==> config.mk <==
export PLATFORM = sky130hd
export DESIGN_NAME = flappy_bird_overlay_flat
export DESIGN_NICKNAME = d
export VERILOG_FILES = /design/src/rtl/flappy_bird_overlay_if.sv /design/src/rtl/flappy_bird_overlay.sv /design/src/flat_wrapper.sv
export SDC_FILE = /design/constraint.sdc
export NUM_CORES = 1
export LEC_CHECK = 0
export ABC_AREA = 1
export BUFFER_PORTS_ARGS = -buffer_cell sky130_fd_sc_hd__clkbuf_2
export CAP_MARGIN = 5
export CORE_ASPECT_RATIO = 1.5
export CORE_MARGIN = 2
export CORE_UTILIZATION = 30
export CTS_BUF_LIST = sky130_fd_sc_hd__clkbuf_2 sky130_fd_sc_hd__clkbuf_4 sky130_fd_sc_hd__clkbuf_8
export CTS_CLUSTER_SIZE = 28
export DETAILED_ROUTE_END_ITERATION = 8
export GPL_ROUTABILITY_DRIVEN = 1
export GPL_TIMING_DRIVEN = 1
export SKIP_LAST_GASP = 1
export SYNTH_ARGS = -nofsm -noshare
export SYNTH_HDL_FRONTEND = slang
export SYNTH_SLANG_ARGS = --single-unit
==> constraint.sdc <==
create_clock -name clk -period 2.8 [get_ports clk]
set_clock_uncertainty 0.1 [all_clocks]
set_input_delay 0.42 -clock clk [delete_from_list [all_inputs] [get_ports clk]]
set_output_delay 0.42 -clock clk [all_outputs]
set_load 0.01 [all_outputs]
==> src/rtl/flappy_bird_overlay_if.sv <==
// rtl/flappy_bird_overlay_if.sv - video bus between sync generator/background source and the bird overlay
interface flappy_bird_overlay_if;
  logic [9:0] hpos;
  logic [9:0] vpos;
  logic       display_on;
  logic       hsync_in;
  logic       vsync_in;
  logic [2:0] bg_rgb;
  logic [2:0] rgb;
  logic       hsync;
  logic       vsync;

  modport master (
    output hpos, vpos, display_on, hsync_in, vsync_in, bg_rgb,
    input  rgb, hsync, vsync
  );

  modport slave (
    input  hpos, vpos, display_on, hsync_in, vsync_in, bg_rgb,
    output rgb, hsync, vsync
  );
endinterface

==> src/rtl/flappy_bird_overlay.sv <==
// rtl/flappy_bird_overlay.sv - bird sprite, flap/gravity physics, mountain collision and score over the background
// Optional score bar along the top rows is built when FLAPPY_SCORE_BAR_EN is defined.
module flappy_bird_overlay #(
  parameter int         BIRD_X      = 64,
  parameter int         START_Y     = 120,
  parameter int         FLOOR_Y     = 232,
  parameter int         CEIL_Y      = 8,
  parameter int         FLAP_V      = 6,
  parameter int         MAX_FALL    = 8,
  parameter logic [2:0] BIRD_COLOR  = 3'b110,
  parameter logic [2:0] DEAD_COLOR  = 3'b100,
  parameter int         DEAD_FRAMES = 64
) (
  input  logic                        clk,
  input  logic                        reset,
  flappy_bird_overlay_if.slave        vid,
  input  logic                        flap,
  output logic [7:0]                  score,
  output logic                        alive
);
  typedef enum logic [1:0] {IDLE, FLY, DEAD} state_t;

  localparam logic [63:0]       BITMAP   = 64'h183C7EFFFFF77E3C;
  localparam logic signed [5:0] VEL_FLAP = 6'(-FLAP_V);
  localparam logic signed [5:0] VEL_MAX  = 6'(MAX_FALL);

  state_t            state, state_nx;
  logic [9:0]        bird_y, bird_y_nx;
  logic signed [5:0] vel, vel_nx, vel_step;
  logic [7:0]        score_nx;
  logic [4:0]        frame_cnt, frame_cnt_nx;
  logic [6:0]        dead_cnt, dead_cnt_nx;
  logic              hit, hit_nx;
  logic              flap_pending, flap_pending_nx;
  logic              sync1, sync2, sync3;
  logic [2:0]        rgb_q, rgb_nx;
  logic              hsync_q, vsync_q;

  logic              tick, flap_edge, flap_block, sprite_px;
  logic [9:0]        dx, dy, y_clamped;
  logic signed [10:0] y_sum;

  assign tick       = (vid.hpos == 10'd0) && (vid.vpos == 10'd0);
  assign flap_edge  = sync2 & ~sync3;
  assign flap_block = (state == DEAD) && (dead_cnt < 7'(DEAD_FRAMES));
  assign dx         = vid.hpos - 10'(BIRD_X);
  assign dy         = vid.vpos - bird_y;
  assign sprite_px  = (dx < 10'd8) && (dy < 10'd8) && BITMAP[{dy[2:0], dx[2:0]}];

  // Shared by the IDLE launch and every FLY tick; pending flap overrides gravity.
  always_comb begin
    vel_step  = flap_pending ? VEL_FLAP : ((vel >= VEL_MAX) ? VEL_MAX : vel + 6'sd1);
    y_sum     = $signed({1'b0, bird_y}) + $signed({{5{vel_step[5]}}, vel_step});
    y_clamped = (y_sum < $signed(11'(CEIL_Y))) ? 10'(CEIL_Y) : y_sum[9:0];
  end

  always_comb begin
    state_nx        = state;
    bird_y_nx       = bird_y;
    vel_nx          = vel;
    score_nx        = score;
    frame_cnt_nx    = frame_cnt;
    dead_cnt_nx     = dead_cnt;
    flap_pending_nx = flap_pending | (flap_edge & ~flap_block);
    hit_nx          = hit | ((state == FLY) && sprite_px && vid.display_on && vid.bg_rgb[1]);
    if (tick) begin
      flap_pending_nx = flap_edge & ~flap_block;
      hit_nx          = 1'b0;
      case (state)
        IDLE: begin
          bird_y_nx = 10'(START_Y);
          vel_nx    = '0;
          if (flap_pending) begin
            state_nx     = FLY;
            vel_nx       = VEL_FLAP;
            bird_y_nx    = y_clamped;
            score_nx     = '0;
            frame_cnt_nx = '0;
          end
        end
        FLY: begin
          vel_nx    = vel_step;
          bird_y_nx = y_clamped;
          if (hit || (y_clamped >= 10'(FLOOR_Y))) begin
            state_nx    = DEAD;
            dead_cnt_nx = '0;
          end else begin
            frame_cnt_nx = frame_cnt + 5'd1;
            if ((frame_cnt == 5'd31) && (score != 8'hFF)) score_nx = score + 8'd1;
          end
        end
        DEAD: begin
          if (flap_block) dead_cnt_nx = dead_cnt + 7'd1;
          else if (flap_pending) begin
            state_nx  = IDLE;
            bird_y_nx = 10'(START_Y);
            vel_nx    = '0;
          end
        end
        default: state_nx = IDLE;
      endcase
    end
  end

  always_comb begin
    rgb_nx = 3'b000;
    if (vid.display_on) begin
      if (sprite_px) rgb_nx = (state == DEAD) ? DEAD_COLOR : BIRD_COLOR;
      else           rgb_nx = vid.bg_rgb;
`ifdef FLAPPY_SCORE_BAR_EN
      if ((vid.vpos < 10'd4) && (vid.hpos < {1'b0, score, 1'b0})) rgb_nx = 3'b111;
`endif
    end
  end

  always_ff @(posedge clk) begin
    if (!reset) begin
      state        <= IDLE;
      bird_y       <= 10'(START_Y);
      vel          <= '0;
      score        <= '0;
      frame_cnt    <= '0;
      dead_cnt     <= '0;
      hit          <= 1'b0;
      flap_pending <= 1'b0;
      sync1        <= 1'b0;
      sync2        <= 1'b0;
      sync3        <= 1'b0;
      rgb_q        <= 3'b000;
      hsync_q      <= 1'b0;
      vsync_q      <= 1'b0;
    end else begin
      state        <= state_nx;
      bird_y       <= bird_y_nx;
      vel          <= vel_nx;
      score        <= score_nx;
      frame_cnt    <= frame_cnt_nx;
      dead_cnt     <= dead_cnt_nx;
      hit          <= hit_nx;
      flap_pending <= flap_pending_nx;
      sync1        <= flap;
      sync2        <= sync1;
      sync3        <= sync2;
      rgb_q        <= rgb_nx;
      hsync_q      <= vid.hsync_in;
      vsync_q      <= vid.vsync_in;
    end
  end

  assign vid.rgb   = rgb_q;
  assign vid.hsync = hsync_q;
  assign vid.vsync = vsync_q;
  assign alive     = (state == FLY);
endmodule

==> src/flat_wrapper.sv <==
// flat-port wrapper written by rule: the top's interface ports become plain ports
module flappy_bird_overlay_flat 
#(
  parameter int         BIRD_X      = 64,
  parameter int         START_Y     = 120,
  parameter int         FLOOR_Y     = 232,
  parameter int         CEIL_Y      = 8,
  parameter int         FLAP_V      = 6,
  parameter int         MAX_FALL    = 8,
  parameter logic [2:0] BIRD_COLOR  = 3'b110,
  parameter logic [2:0] DEAD_COLOR  = 3'b100,
  parameter int         DEAD_FRAMES = 64
)
  (clk, reset, flap, score, alive, vid_hpos, vid_vpos, vid_display_on, vid_hsync_in, vid_vsync_in, vid_bg_rgb, vid_rgb, vid_hsync, vid_vsync);
  flappy_bird_overlay_if vid_i ();
  input  logic clk;
  input  logic reset;
  input  logic flap;
  output logic [7:0] score;
  output logic alive;
  input wire logic [$bits(vid_i.hpos)-1:0] vid_hpos;
  input wire logic [$bits(vid_i.vpos)-1:0] vid_vpos;
  input wire logic [$bits(vid_i.display_on)-1:0] vid_display_on;
  input wire logic [$bits(vid_i.hsync_in)-1:0] vid_hsync_in;
  input wire logic [$bits(vid_i.vsync_in)-1:0] vid_vsync_in;
  input wire logic [$bits(vid_i.bg_rgb)-1:0] vid_bg_rgb;
  output wire logic [$bits(vid_i.rgb)-1:0] vid_rgb;
  output wire logic [$bits(vid_i.hsync)-1:0] vid_hsync;
  output wire logic [$bits(vid_i.vsync)-1:0] vid_vsync;
  assign vid_i.hpos = vid_hpos;
  assign vid_i.vpos = vid_vpos;
  assign vid_i.display_on = vid_display_on;
  assign vid_i.hsync_in = vid_hsync_in;
  assign vid_i.vsync_in = vid_vsync_in;
  assign vid_i.bg_rgb = vid_bg_rgb;
  assign vid_rgb = vid_i.rgb;
  assign vid_hsync = vid_i.hsync;
  assign vid_vsync = vid_i.vsync;
  flappy_bird_overlay #(.BIRD_X(BIRD_X), .START_Y(START_Y), .FLOOR_Y(FLOOR_Y), .CEIL_Y(CEIL_Y), .FLAP_V(FLAP_V), .MAX_FALL(MAX_FALL), .BIRD_COLOR(BIRD_COLOR), .DEAD_COLOR(DEAD_COLOR), .DEAD_FRAMES(DEAD_FRAMES)) u_core (.clk(clk), .reset(reset), .vid(vid_i), .flap(flap), .score(score), .alive(alive));
endmodule
Word-level counts from Yosys, hierarchy flattened
Memories as Yosys holds them, arrays and structs flattened.
Index checks and enable logic that the tools add are counted.
{ "word_totals": {"ff_bits": 48, "mem_bits_ro": 64, "out_inout_bits": 14, "memories": 1} }
{ "memory_table": {"columns": ["memory", "words", "width", "rd", "rd_clocked_by_memory_dff", "write_ports", "line", "source"], "rows": [
  ["(no name shown)", 64, 1, 1, 0, 0, "flappy_bird_overlay.sv:48", "assign sprite_px = (dx < 10'd8) && (dy < 10'd8) && BITMAP[{dy[2:0], dx[2:0]}];"]
]} }
{ "op_classes": {"addsub": 7, "magnitude_cmp": 7, "n_eq_ne": 11, "muxes": 30, "n_bitwise": 7, "reduce_logical": 22} }
{ "op_table": {"columns": ["operator", "n"], "rows": [
  ["2-to-1 mux 10 bit", 4],
  ["2-to-1 mux 6 bit", 5],
  ["one-hot mux 10 bit (3 select lines)", 1],
  ["2-to-1 mux 8 bit", 3],
  ["zero test 10 bit", 2],
  ["less-than comparator 10 x 4 -> 1 bit (second input constant)", 2],
  ["one-hot mux 6 bit (3 select lines)", 1],
  ["one-hot mux 8 bit (2 select lines)", 1],
  ["2-to-1 mux 7 bit", 2],
  ["one-hot mux 7 bit (2 select lines)", 1],
  ["AND reduction 4 bit", 3],
  ["adder 11 x 6 -> 11 bit", 1],
  ["less-than comparator 11 x 5 -> 1 bit (second input constant)", 1],
  [">= comparator 10 x 8 -> 1 bit (second input constant)", 1],
  ["2-to-1 mux 2 bit", 5],
  ["2-to-1 mux 5 bit", 2],
  ["inequality test 2 x 1 -> 1 bit (second input constant)", 5],
  ["one-hot mux 5 bit (2 select lines)", 1],
  ["AND reduction 5 bit", 2],
  ["subtractor 10 bit", 1],
  ["subtractor 10 x 7 -> 10 bit (second input constant)", 1],
  ["adder 8 x 1 -> 8 bit (second input constant)", 1],
  ["logical AND 1 bit", 8],
  ["inequality test 8 bit (second input constant)", 1],
  ["22 further kinds", 29]
]} }

Depth between registers and ports, before layout
Gate-level depths: netlist (run 1).
{ "logic_depth": {"ltp_word": 10, "ltp_mapped": 25, "ltp_nobuf": 24} }

Worst setup path before layout (run 1)
OpenSTA, ideal clock, no wires.
{ "synth_timing": {"kind": "reg-to-reg", "start": "register u_core.vel[3]", "end": "register u_core.frame_cnt[0]", "arrival_time_ns": 2.506, "path_slack_ns": 0.081, "path_stages_with_launch": 20, "path_buffers": 1, "period_less_slack_ns": 2.719, "path_cell_list": "dfxtp_1 > o21ai_0 > inv_1 > nor3_1 > ha_1 > fa_1 > nand2_1 > nand3_1 > nand2_1 > xor2_1 > nand2_1 > nand2_1 > nor2_1 > nand2_1 > nand3_4 > nand2_2 > buf_6 > nand2_1 > o21ai_1 > nor2_1"} }
{ "synth_via": {"elab_chain_cells": 10, "word_cells_on_any_way": 11} }
{ "synth_lines": {"columns": ["item", "line", "source"], "rows": [
  ["start, declared", "flappy_bird_overlay.sv:29", "logic signed [5:0] vel, vel_nx, vel_step;"],
  ["start signal, assigned", "flappy_bird_overlay.sv:135", "vel <= vel_nx;"],
  ["adder 6 x 2 -> 6 bit or >= comparator 6 x 5 -> 1 bit (tied branches)", "flappy_bird_overlay.sv:52", "vel_step = flap_pending ? VEL_FLAP : ((vel >= VEL_MAX) ? VEL_MAX : vel + 6'sd1);"],
  ["2-to-1 mux 6 bit (*) (2 in a row)", "flappy_bird_overlay.sv:52", null],
  ["adder 11 x 6 -> 11 bit (*)", "flappy_bird_overlay.sv:53", "y_sum = $signed({1'b0, bird_y}) + $signed({{5{vel_step[5]}}, vel_step});"],
  ["less-than comparator 11 x 5 -> 1 bit", "flappy_bird_overlay.sv:54", "y_clamped = (y_sum < $signed(11'(CEIL_Y))) ? 10'(CEIL_Y) : y_sum[9:0];"],
  ["2-to-1 mux 10 bit (*)", "flappy_bird_overlay.sv:54", null],
  [">= comparator 10 x 8 -> 1 bit (*)", "flappy_bird_overlay.sv:84", "if (hit || (y_clamped >= 10'(FLOOR_Y))) begin"],
  ["logical OR 1 bit (*)", "flappy_bird_overlay.sv:84", null],
  ["inequality test 2 bit (no line) (*)", null, null],
  ["AND reduction 4 bit (no line) (*)", null, null],
  ["end signal, assigned", "flappy_bird_overlay.sv:137", "frame_cnt <= frame_cnt_nx;"],
  ["end, declared", "flappy_bird_overlay.sv:31", "logic [4:0] frame_cnt, frame_cnt_nx;"]
]} }
Every way passes the cells marked *; elsewhere a longest branch is shown, timed or not.
A chain may end at the register's enable or synchronous reset.

Final worst setup path (run 1)
{ "layout_timing": {"start": "register u_core.vel[1]", "end": "register u_core.frame_cnt[4]"} }
The elaborated chain is that of the path after synthesis.

==> flow_summary.ini, run 1 <==
[synth]
syn_inst = 596
synth_top_area_cell = dfxtp_1
ys_seq_area_share_pct = 25.61
avgSynthCellArea_sq_um = 6.296
ys_types = 38
synth.area.top_cells = dfxtp_1 (26%), nand2_1 (16%), ha_1 (10%)
syn-num-nets = 657
synth_top_area_share_pct = 25.61
syn_area_sq_um = 3752
synth_seq_cells = 48
synth_warnings = 0

[clock_network]
clkLatencyLatePin_ns = 0.32
cts_tree = done
root_buffer = clkbuf_8
clk_path_buf_depth = 2
cts.clk_slew.worst_paths_ns = 0.09
cts_made_buffers = 5
numClockSinks = 48
htreeDepth = 2

[hold_path]
hold_path_class = in2reg
hold_depth = 3

[setup_path]
crit_top_cell = nand2_2
critPathLaunchType = flop
crit_type = reg2reg
ff2ff_path_depth = 24
crit_required_ns = 2.91
critical_path_arrival_ns = 2.94
critPathTopFamily = simple AND/OR/NAND/NOR gates
crit_slowest_cell = dfxtp_4
cp_max_fo = 5
slowest_delay_ns = 0.39
cp-end-kind = flop
worstPathCellList = ha_4 > nand2_2 > inv_2 > nand2_2 > xnor2_1 > nand2_1 > nand2_4 > ha_4 > nand2_4 > inv_4 > nand2_2 > nand2_2 > nand2_2 > nand3_2 > nand2_2 > nand2_4 > nor2_4 > nor2_4 > nand3_4 > buf_6 > a21oi_4 > nand2_1 > nand2_1 > nor2_1
crit_buf_inv = 3
cp.depth = 24

[layout]
area_growth_pct = 40.55
stdcell_area_sq_um = 5274
layout_commonest_cell = nand2_1
fin_cells = 863
n_antenna_cell = 0
final_layout_size_suffix_gt1_share_pct = 31.12
mostFrequentLayoutCells = nand2_1 (130), inv_1 (81), buf_4 (65), nor2_1 (63), dfxtp_1 (43)
post-route-util_pct = 42.79
nets = 767
fillers = 1254

[timing]
worst_slew_pin_slew_ns = 0.4241
worst_slack_ns = -0.03100
finalHoldViolCount = 0
drv_slew = 0
rsz0062_at_grt = yes
holdWs_ns = 0.1915
fmax_ghz = 0.3532
setup_viol = 6
relSlewSlack_pct = 71.70
finalCriticalPeriod_ns = 2.831
tns_ns = -0.09299
fin_crit_sh_pct = 101.1

[global_routing]
grt_pass1_wl_um = 17640
grt_pass1_vias = 3993
grt_max_degree = 20
grt_overflow = 0
grt.total_usage_pct = 16.25
antenna_found_initial = 0

[die]
die-area_sq_um = 13440
core-area_sq_um = 12320
io_pins = 43
core.rowCount = 50
start_util_pct = 30.45
die_w_um = 95.32
die_h_um = 141.0

[detailed_routing]
drt.antenna.violating_nets = 0
firstDrtPassIters = 4
drc_errors = 0
routed_wl_um = 10920
wl_per_cell_um = 12.65
drt-initial-drc-count = 134
vias = 4140
via_per_inst = 4.797

[run_status]
violations = setup timing
status = complete, but fails checks

[placement]
gp_congestion = 0.9324
place_inst = 837
dp_slack_ns = -0.2628
placed_area_sq_um = 4502
post-dp-hpwl_um = 8357
portBuffers = 42

[power]
power.leakage_nw = 2.455
power_mw = 1.554
power_density_nw_per_um2 = 294.7
ir_drop_uv = 305.1

[run]
cap_violations = 0
-- metal layers --
layer | vias up | global-route usage (%) | routed length [um]
met4 | 0 | 6.255 | 432
met5 | - | 0 | 0
met3 | 27 | 1.978 | 320
li1 | 2144 | - | -
met1 | 1890 | 16.84 | 4164
met2 | 79 | 31.88 | 6003
-- logic make-up (layout without fill, tap and decap cells) --
family / count (synthesis) / in the layout / share of synthesized area (%)
fa+ha+maj: 32 / 32 / 11.07
flops: 48 / 48 / 25.61
xor+xnor: 17 / 17 / 3.968
compound gates: 78 / 78 / 11.47
buf+inv: 97 / 208 / 9.936
simple gates: 324 / 324 / 37.95
-- flip-flops by register name (all words and copies together) (netlist names), 2 cells and up --
register / flops
u_core.bird_y: 10
u_core.dead_cnt: 7
u_core.frame_cnt: 5
u_core.score: 8
u_core.state: 2
u_core.vel: 6
u_core.vid.rgb: 3
-- tightest hold or removal path: stages --
cell      delay [ns]
clkbuf_2        0.08
nand2_1         0.04
inv_1           0.04
-- path summary, 6_finish.rpt --
check                                   from                          endpoint  slack (ns)
hold / removal                          flap           u_core.sync1$_SDFF_PN0_        0.19
hold reg to reg      u_core.sync1$_SDFF_PN0_           u_core.sync2$_SDFF_PN0_        0.32
setup reg to reg  u_core.vel[1]$_SDFFE_PN0P_  u_core.frame_cnt[4]$_SDFFE_PN0P_       -0.03
setup / recovery  u_core.vel[1]$_SDFFE_PN0P_  u_core.frame_cnt[4]$_SDFFE_PN0P_       -0.03
-- where the power goes --
part | switching, mW | leakage, nW | total (mW) | internal, mW
Combinational | 0.191 | 2.01 | 0.345 | 0.154
Clock | 0.251 | 0.0583 | 0.520 | 0.269
Sequential | 0.00229 | 0.391 | 0.689 | 0.687
-- final cells by class --
| class | count | area, sq um | share of cell area, % |
|---|---|---|---|
| Clock inverter | 3 | 47.55 | 0.9015 |
| Timing Repair Buffer | 111 | 752.0 | 14.26 |
| Sequential cell | 48 | 969.7 | 18.39 |
| Tap cell | 156 | 195.2 | 3.701 |
| Multi-Input combinational cell | 451 | 2904 | 55.07 |
| Clock buffer | 5 | 68.82 | 1.305 |
| Inverter | 89 | 336.6 | 6.382 |
-- cells in the mapped netlist --
library cell  number
nand3_2            1
a211oi_1           3
xor2_1            14
clkbuf_1           6
nor2_1            73
fa_1               2
a21oi_2            2
nand3_1           45
clkinv_1           1
nand2_2            5
o21ai_0           15
a21oi_1           40
inv_2              3
buf_6              1
dfxtp_1           48
nand2_1          158
o21bai_1           3
a31oi_1            3
o211ai_1           4
nor3b_1            2
nand3_4            1
nor2_4             1
inv_1             85
or2_0              1
nand3b_1           2
nor3_1             7
nor3_2             1
nor4_2             1
nor4_1             2
o21ai_1            7
buf_2              1
nand4_1           19
nor2_2             2
xnor2_1            3
and3_1             2
ha_1              30
nand2_4            1
o32ai_1            1
-- what timing repair did --
| item | 4_1_cts | 5_1_grt |
|---|---|---|
| hold buffers | 0 | 0 |
| setup endpoints to repair | 22 | 28 |
| hold endpoints to repair | 0 | 0 |
| gates resized for setup | 42 | 72 |
| pin swaps | 25 | 52 |
| buffers inserted | 13 | 5 |
Power figures use the tool's default switching activity.
==> inputs of run 2 (changes only) <==
--- a/config.mk
+++ b/config.mk
@@ -5,7 +5,6 @@
 export SDC_FILE = /design/constraint.sdc
 export NUM_CORES = 1
 export LEC_CHECK = 0
-export ABC_AREA = 1
 export BUFFER_PORTS_ARGS = -buffer_cell sky130_fd_sc_hd__clkbuf_2
 export CAP_MARGIN = 5
 export CORE_ASPECT_RATIO = 1.5
==> flow_summary.ini, run 2 <==
[synth]
synth_seq_cells = 48
synth.area.top_cells = dfxtp_1 (27%), ha_1 (10%), nand2_1 (4.7%)
async_flop_share_pct = 0
synth_top_area_share_pct = 26.60
yosys.cell_count.top_type = dfxtp_1
syn-num-nets = 494
ys_dominant_reg_cell = dfxtp_1
ys_seq_area_share_pct = 26.60
syn_inst = 433
ys_types = 80
synth_top_area_cell = dfxtp_1
syn_area_sq_um = 3612
synth_common_cells = dfxtp_1 (48), nand2_1 (45), nor2_1 (32), ha_1 (30), a21oi_1 (29)
synth_warnings = 0
synth-edff-count = 0
avgSynthCellArea_sq_um = 8.342

[timing]
drv_slew = 0
setup_viol = 31
worst_slack_ns = -0.3990
rsz0062_at_grt = yes
tns_ns = -9.160
worst_slew_pin_slew_ns = 0.5743
relSlewSlack_pct = 61.31
fin_crit_sh_pct = 114.2
finalHoldViolCount = 0
fmax_ghz = 0.3126
finalCriticalPeriod_ns = 3.199

[die]
io_pins = 43
die_h_um = 138.4
die_w_um = 93.60
core.rowCount = 49
core-area_sq_um = 11890
start_util_pct = 30.37
die-area_sq_um = 12950

[detailed_routing]
vias = 3605
via_per_inst = 5.202
drt.antenna.violating_nets = 0
wl_per_cell_um = 15.13
drt-initial-drc-count = 136
drc_errors = 0
routed_wl_um = 10480
firstDrtPassIters = 4

[placement]
gp_congestion = 0.8279
place_inst = 672
portBuffers = 42
dp_slack_ns = -0.4570
post-dp-hpwl_um = 8122

[layout]
mostFrequentLayoutCells = buf_4 (57), dfxtp_1 (43), clkbuf_2 (42), nand2_1 (40), nor2_1 (31)
reg_top3 = u_core.bird_y: 10 flops, u_core.score: 8 flops, u_core.dead_cnt: 7 flops
area_growth_pct = 43.75
post-route-util_pct = 43.66
n_antenna_cell = 0
fillers = 1163
nets = 600
final_layout_size_suffix_gt1_share_pct = 38.15
fin_cells = 693
largest_reg_flops = 10
regMostFlops = u_core.bird_y
layout_commonest_cell = buf_4

[clock_network]
clkLatencyLatePin_ns = 0.32
clk_path_buf_depth = 2
htreeDepth = 2
cts_made_buffers = 5
cts.clk_slew.worst_paths_ns = 0.10
numClockSinks = 48
cts_hold_buf = 0
root_buffer = clkbuf_8
cts_tree = done

[power]
ir_drop_uv = 342.1
p_sw_share_pct = 26.22
power.switching_mw = 0.4318
seq_power_share_pct = 41.7
power.leakage_nw = 2.088
combinationalPowerShare_pct = 21.3
power_density_nw_per_um2 = 317.2
power_mw = 1.647
internal_power_mw = 1.215
pwr-share-clk_pct = 37.0

[global_routing]
antenna_found_initial = 0
grt_overflow = 0
grt_max_degree = 23
grt_pass1_vias = 3696
grt_pass1_wl_um = 17310
grt.total_usage_pct = 16.49

[setup_path]
worstPathCellList = ha_4 > buf_6 > xnor2_4 > nor2_4 > ha_4 > a21oi_4 > buf_12 > a21oi_4 > o21a_1 > a211oi_4 > buf_4 > nor4_4 > a221o_1 > buf_12 > nand4_1 > mux2i_1
crit_required_ns = 2.94
crit_type = reg2reg
critPathLaunchType = flop
critPathTopFamily = compound AO/OA/AOI/OAI gates
cp-end-kind = flop
crit_buf_inv = 4
crit_slowest_cell = a221o_1
slowest_delay_ns = 0.38
cp_max_fo = 10
critical_path_arrival_ns = 3.34

[run]
cap_violations = 0

[run_status]
violations = setup timing
status = complete, but fails checks

[hold_path]
hold_path_class = in2reg
-- run 2: through the flow --
step           instance area (sq um)  hold WS, ns
6_report                        5192       0.2003
5_1_grt                         5192       0.2018
4_1_cts                         5040       0.1912
3_5_place_dp                    4547       0.3038
3_3_place_gp                    4547       0.2898
2_1_floorplan                   3746       0.2858
-- run 2: layout make-up --
cell class	count	area [sq um]	area share (%)
multi-input combinational	344	2957	56.94
sequential	48	974.7	18.77
tap	153	191.4	3.687
inverter	28	112.6	2.169
clock inverter	3	68.82	1.325
clock buffer	5	68.82	1.325
timing repair buffer	112	819.5	15.78
-- run 2: what timing repair did --
item	4_1_cts	5_1_grt
buffers inserted	11	4
endpoints found under the setup margin	33	35
pin swaps	25	32
hold endpoints to repair	0	0
gates resized for setup	45	27
-- run 2: logic make-up (layout without fill, tap and decap cells) --
| family | Yosys count | count (layout) | share of synthesized area (%) |
|---|---|---|---|
| buffers and inverters | 41 | 148 | 4.572 |
| and+or+nand+nor | 178 | 178 | 27.64 |
| xor gates and xnor gates | 8 | 8 | 2.148 |
| AOI/OAI and AO/OA | 114 | 114 | 23.83 |
| adders and majority gates | 32 | 32 | 11.50 |
| DFF | 48 | 48 | 26.60 |
| muxes | 12 | 12 | 3.706 |
-- run 2: power by group through the flow --
stage	clock (mW)	combinational (mW)	sequential, mW
6_report	0.609	0.351	0.687
2_1_floorplan	0	0.170	0.707
4_1_cts	0.628	0.337	0.688
3_5_place_dp	0	0.294	0.705
3_3_place_gp	0	0.288	0.705
5_1_grt	0.652	0.380	0.688
-- run 2: worst paths after layout --
kind	startpoint	end	cells after the start	slack, ns
hold / removal	vid_vsync_in	u_core.vid.vsync$_SDFF_PN0_	2	0.20
setup / recovery	u_core.vel[0]$_SDFFE_PN0P_	u_core.frame_cnt[3]$_SDFFE_PN0P_	16	-0.40
setup reg to reg	u_core.vel[0]$_SDFFE_PN0P_	u_core.frame_cnt[3]$_SDFFE_PN0P_	16	-0.40
hold reg to reg	u_core.sync3$_SDFF_PN0_	u_core.flap_pending$_SDFF_PN0_	1	0.32
-- run 2: metal layers --
| metal | wire [um] | global-route usage (%) |
|---|---|---|
| met5 | 0 | 0 |
| met1 | 4066 | 17.71 |
| met2 | 5951 | 32.22 |
| met3 | 220 | 1.907 |
| met4 | 245 | 5.645 |
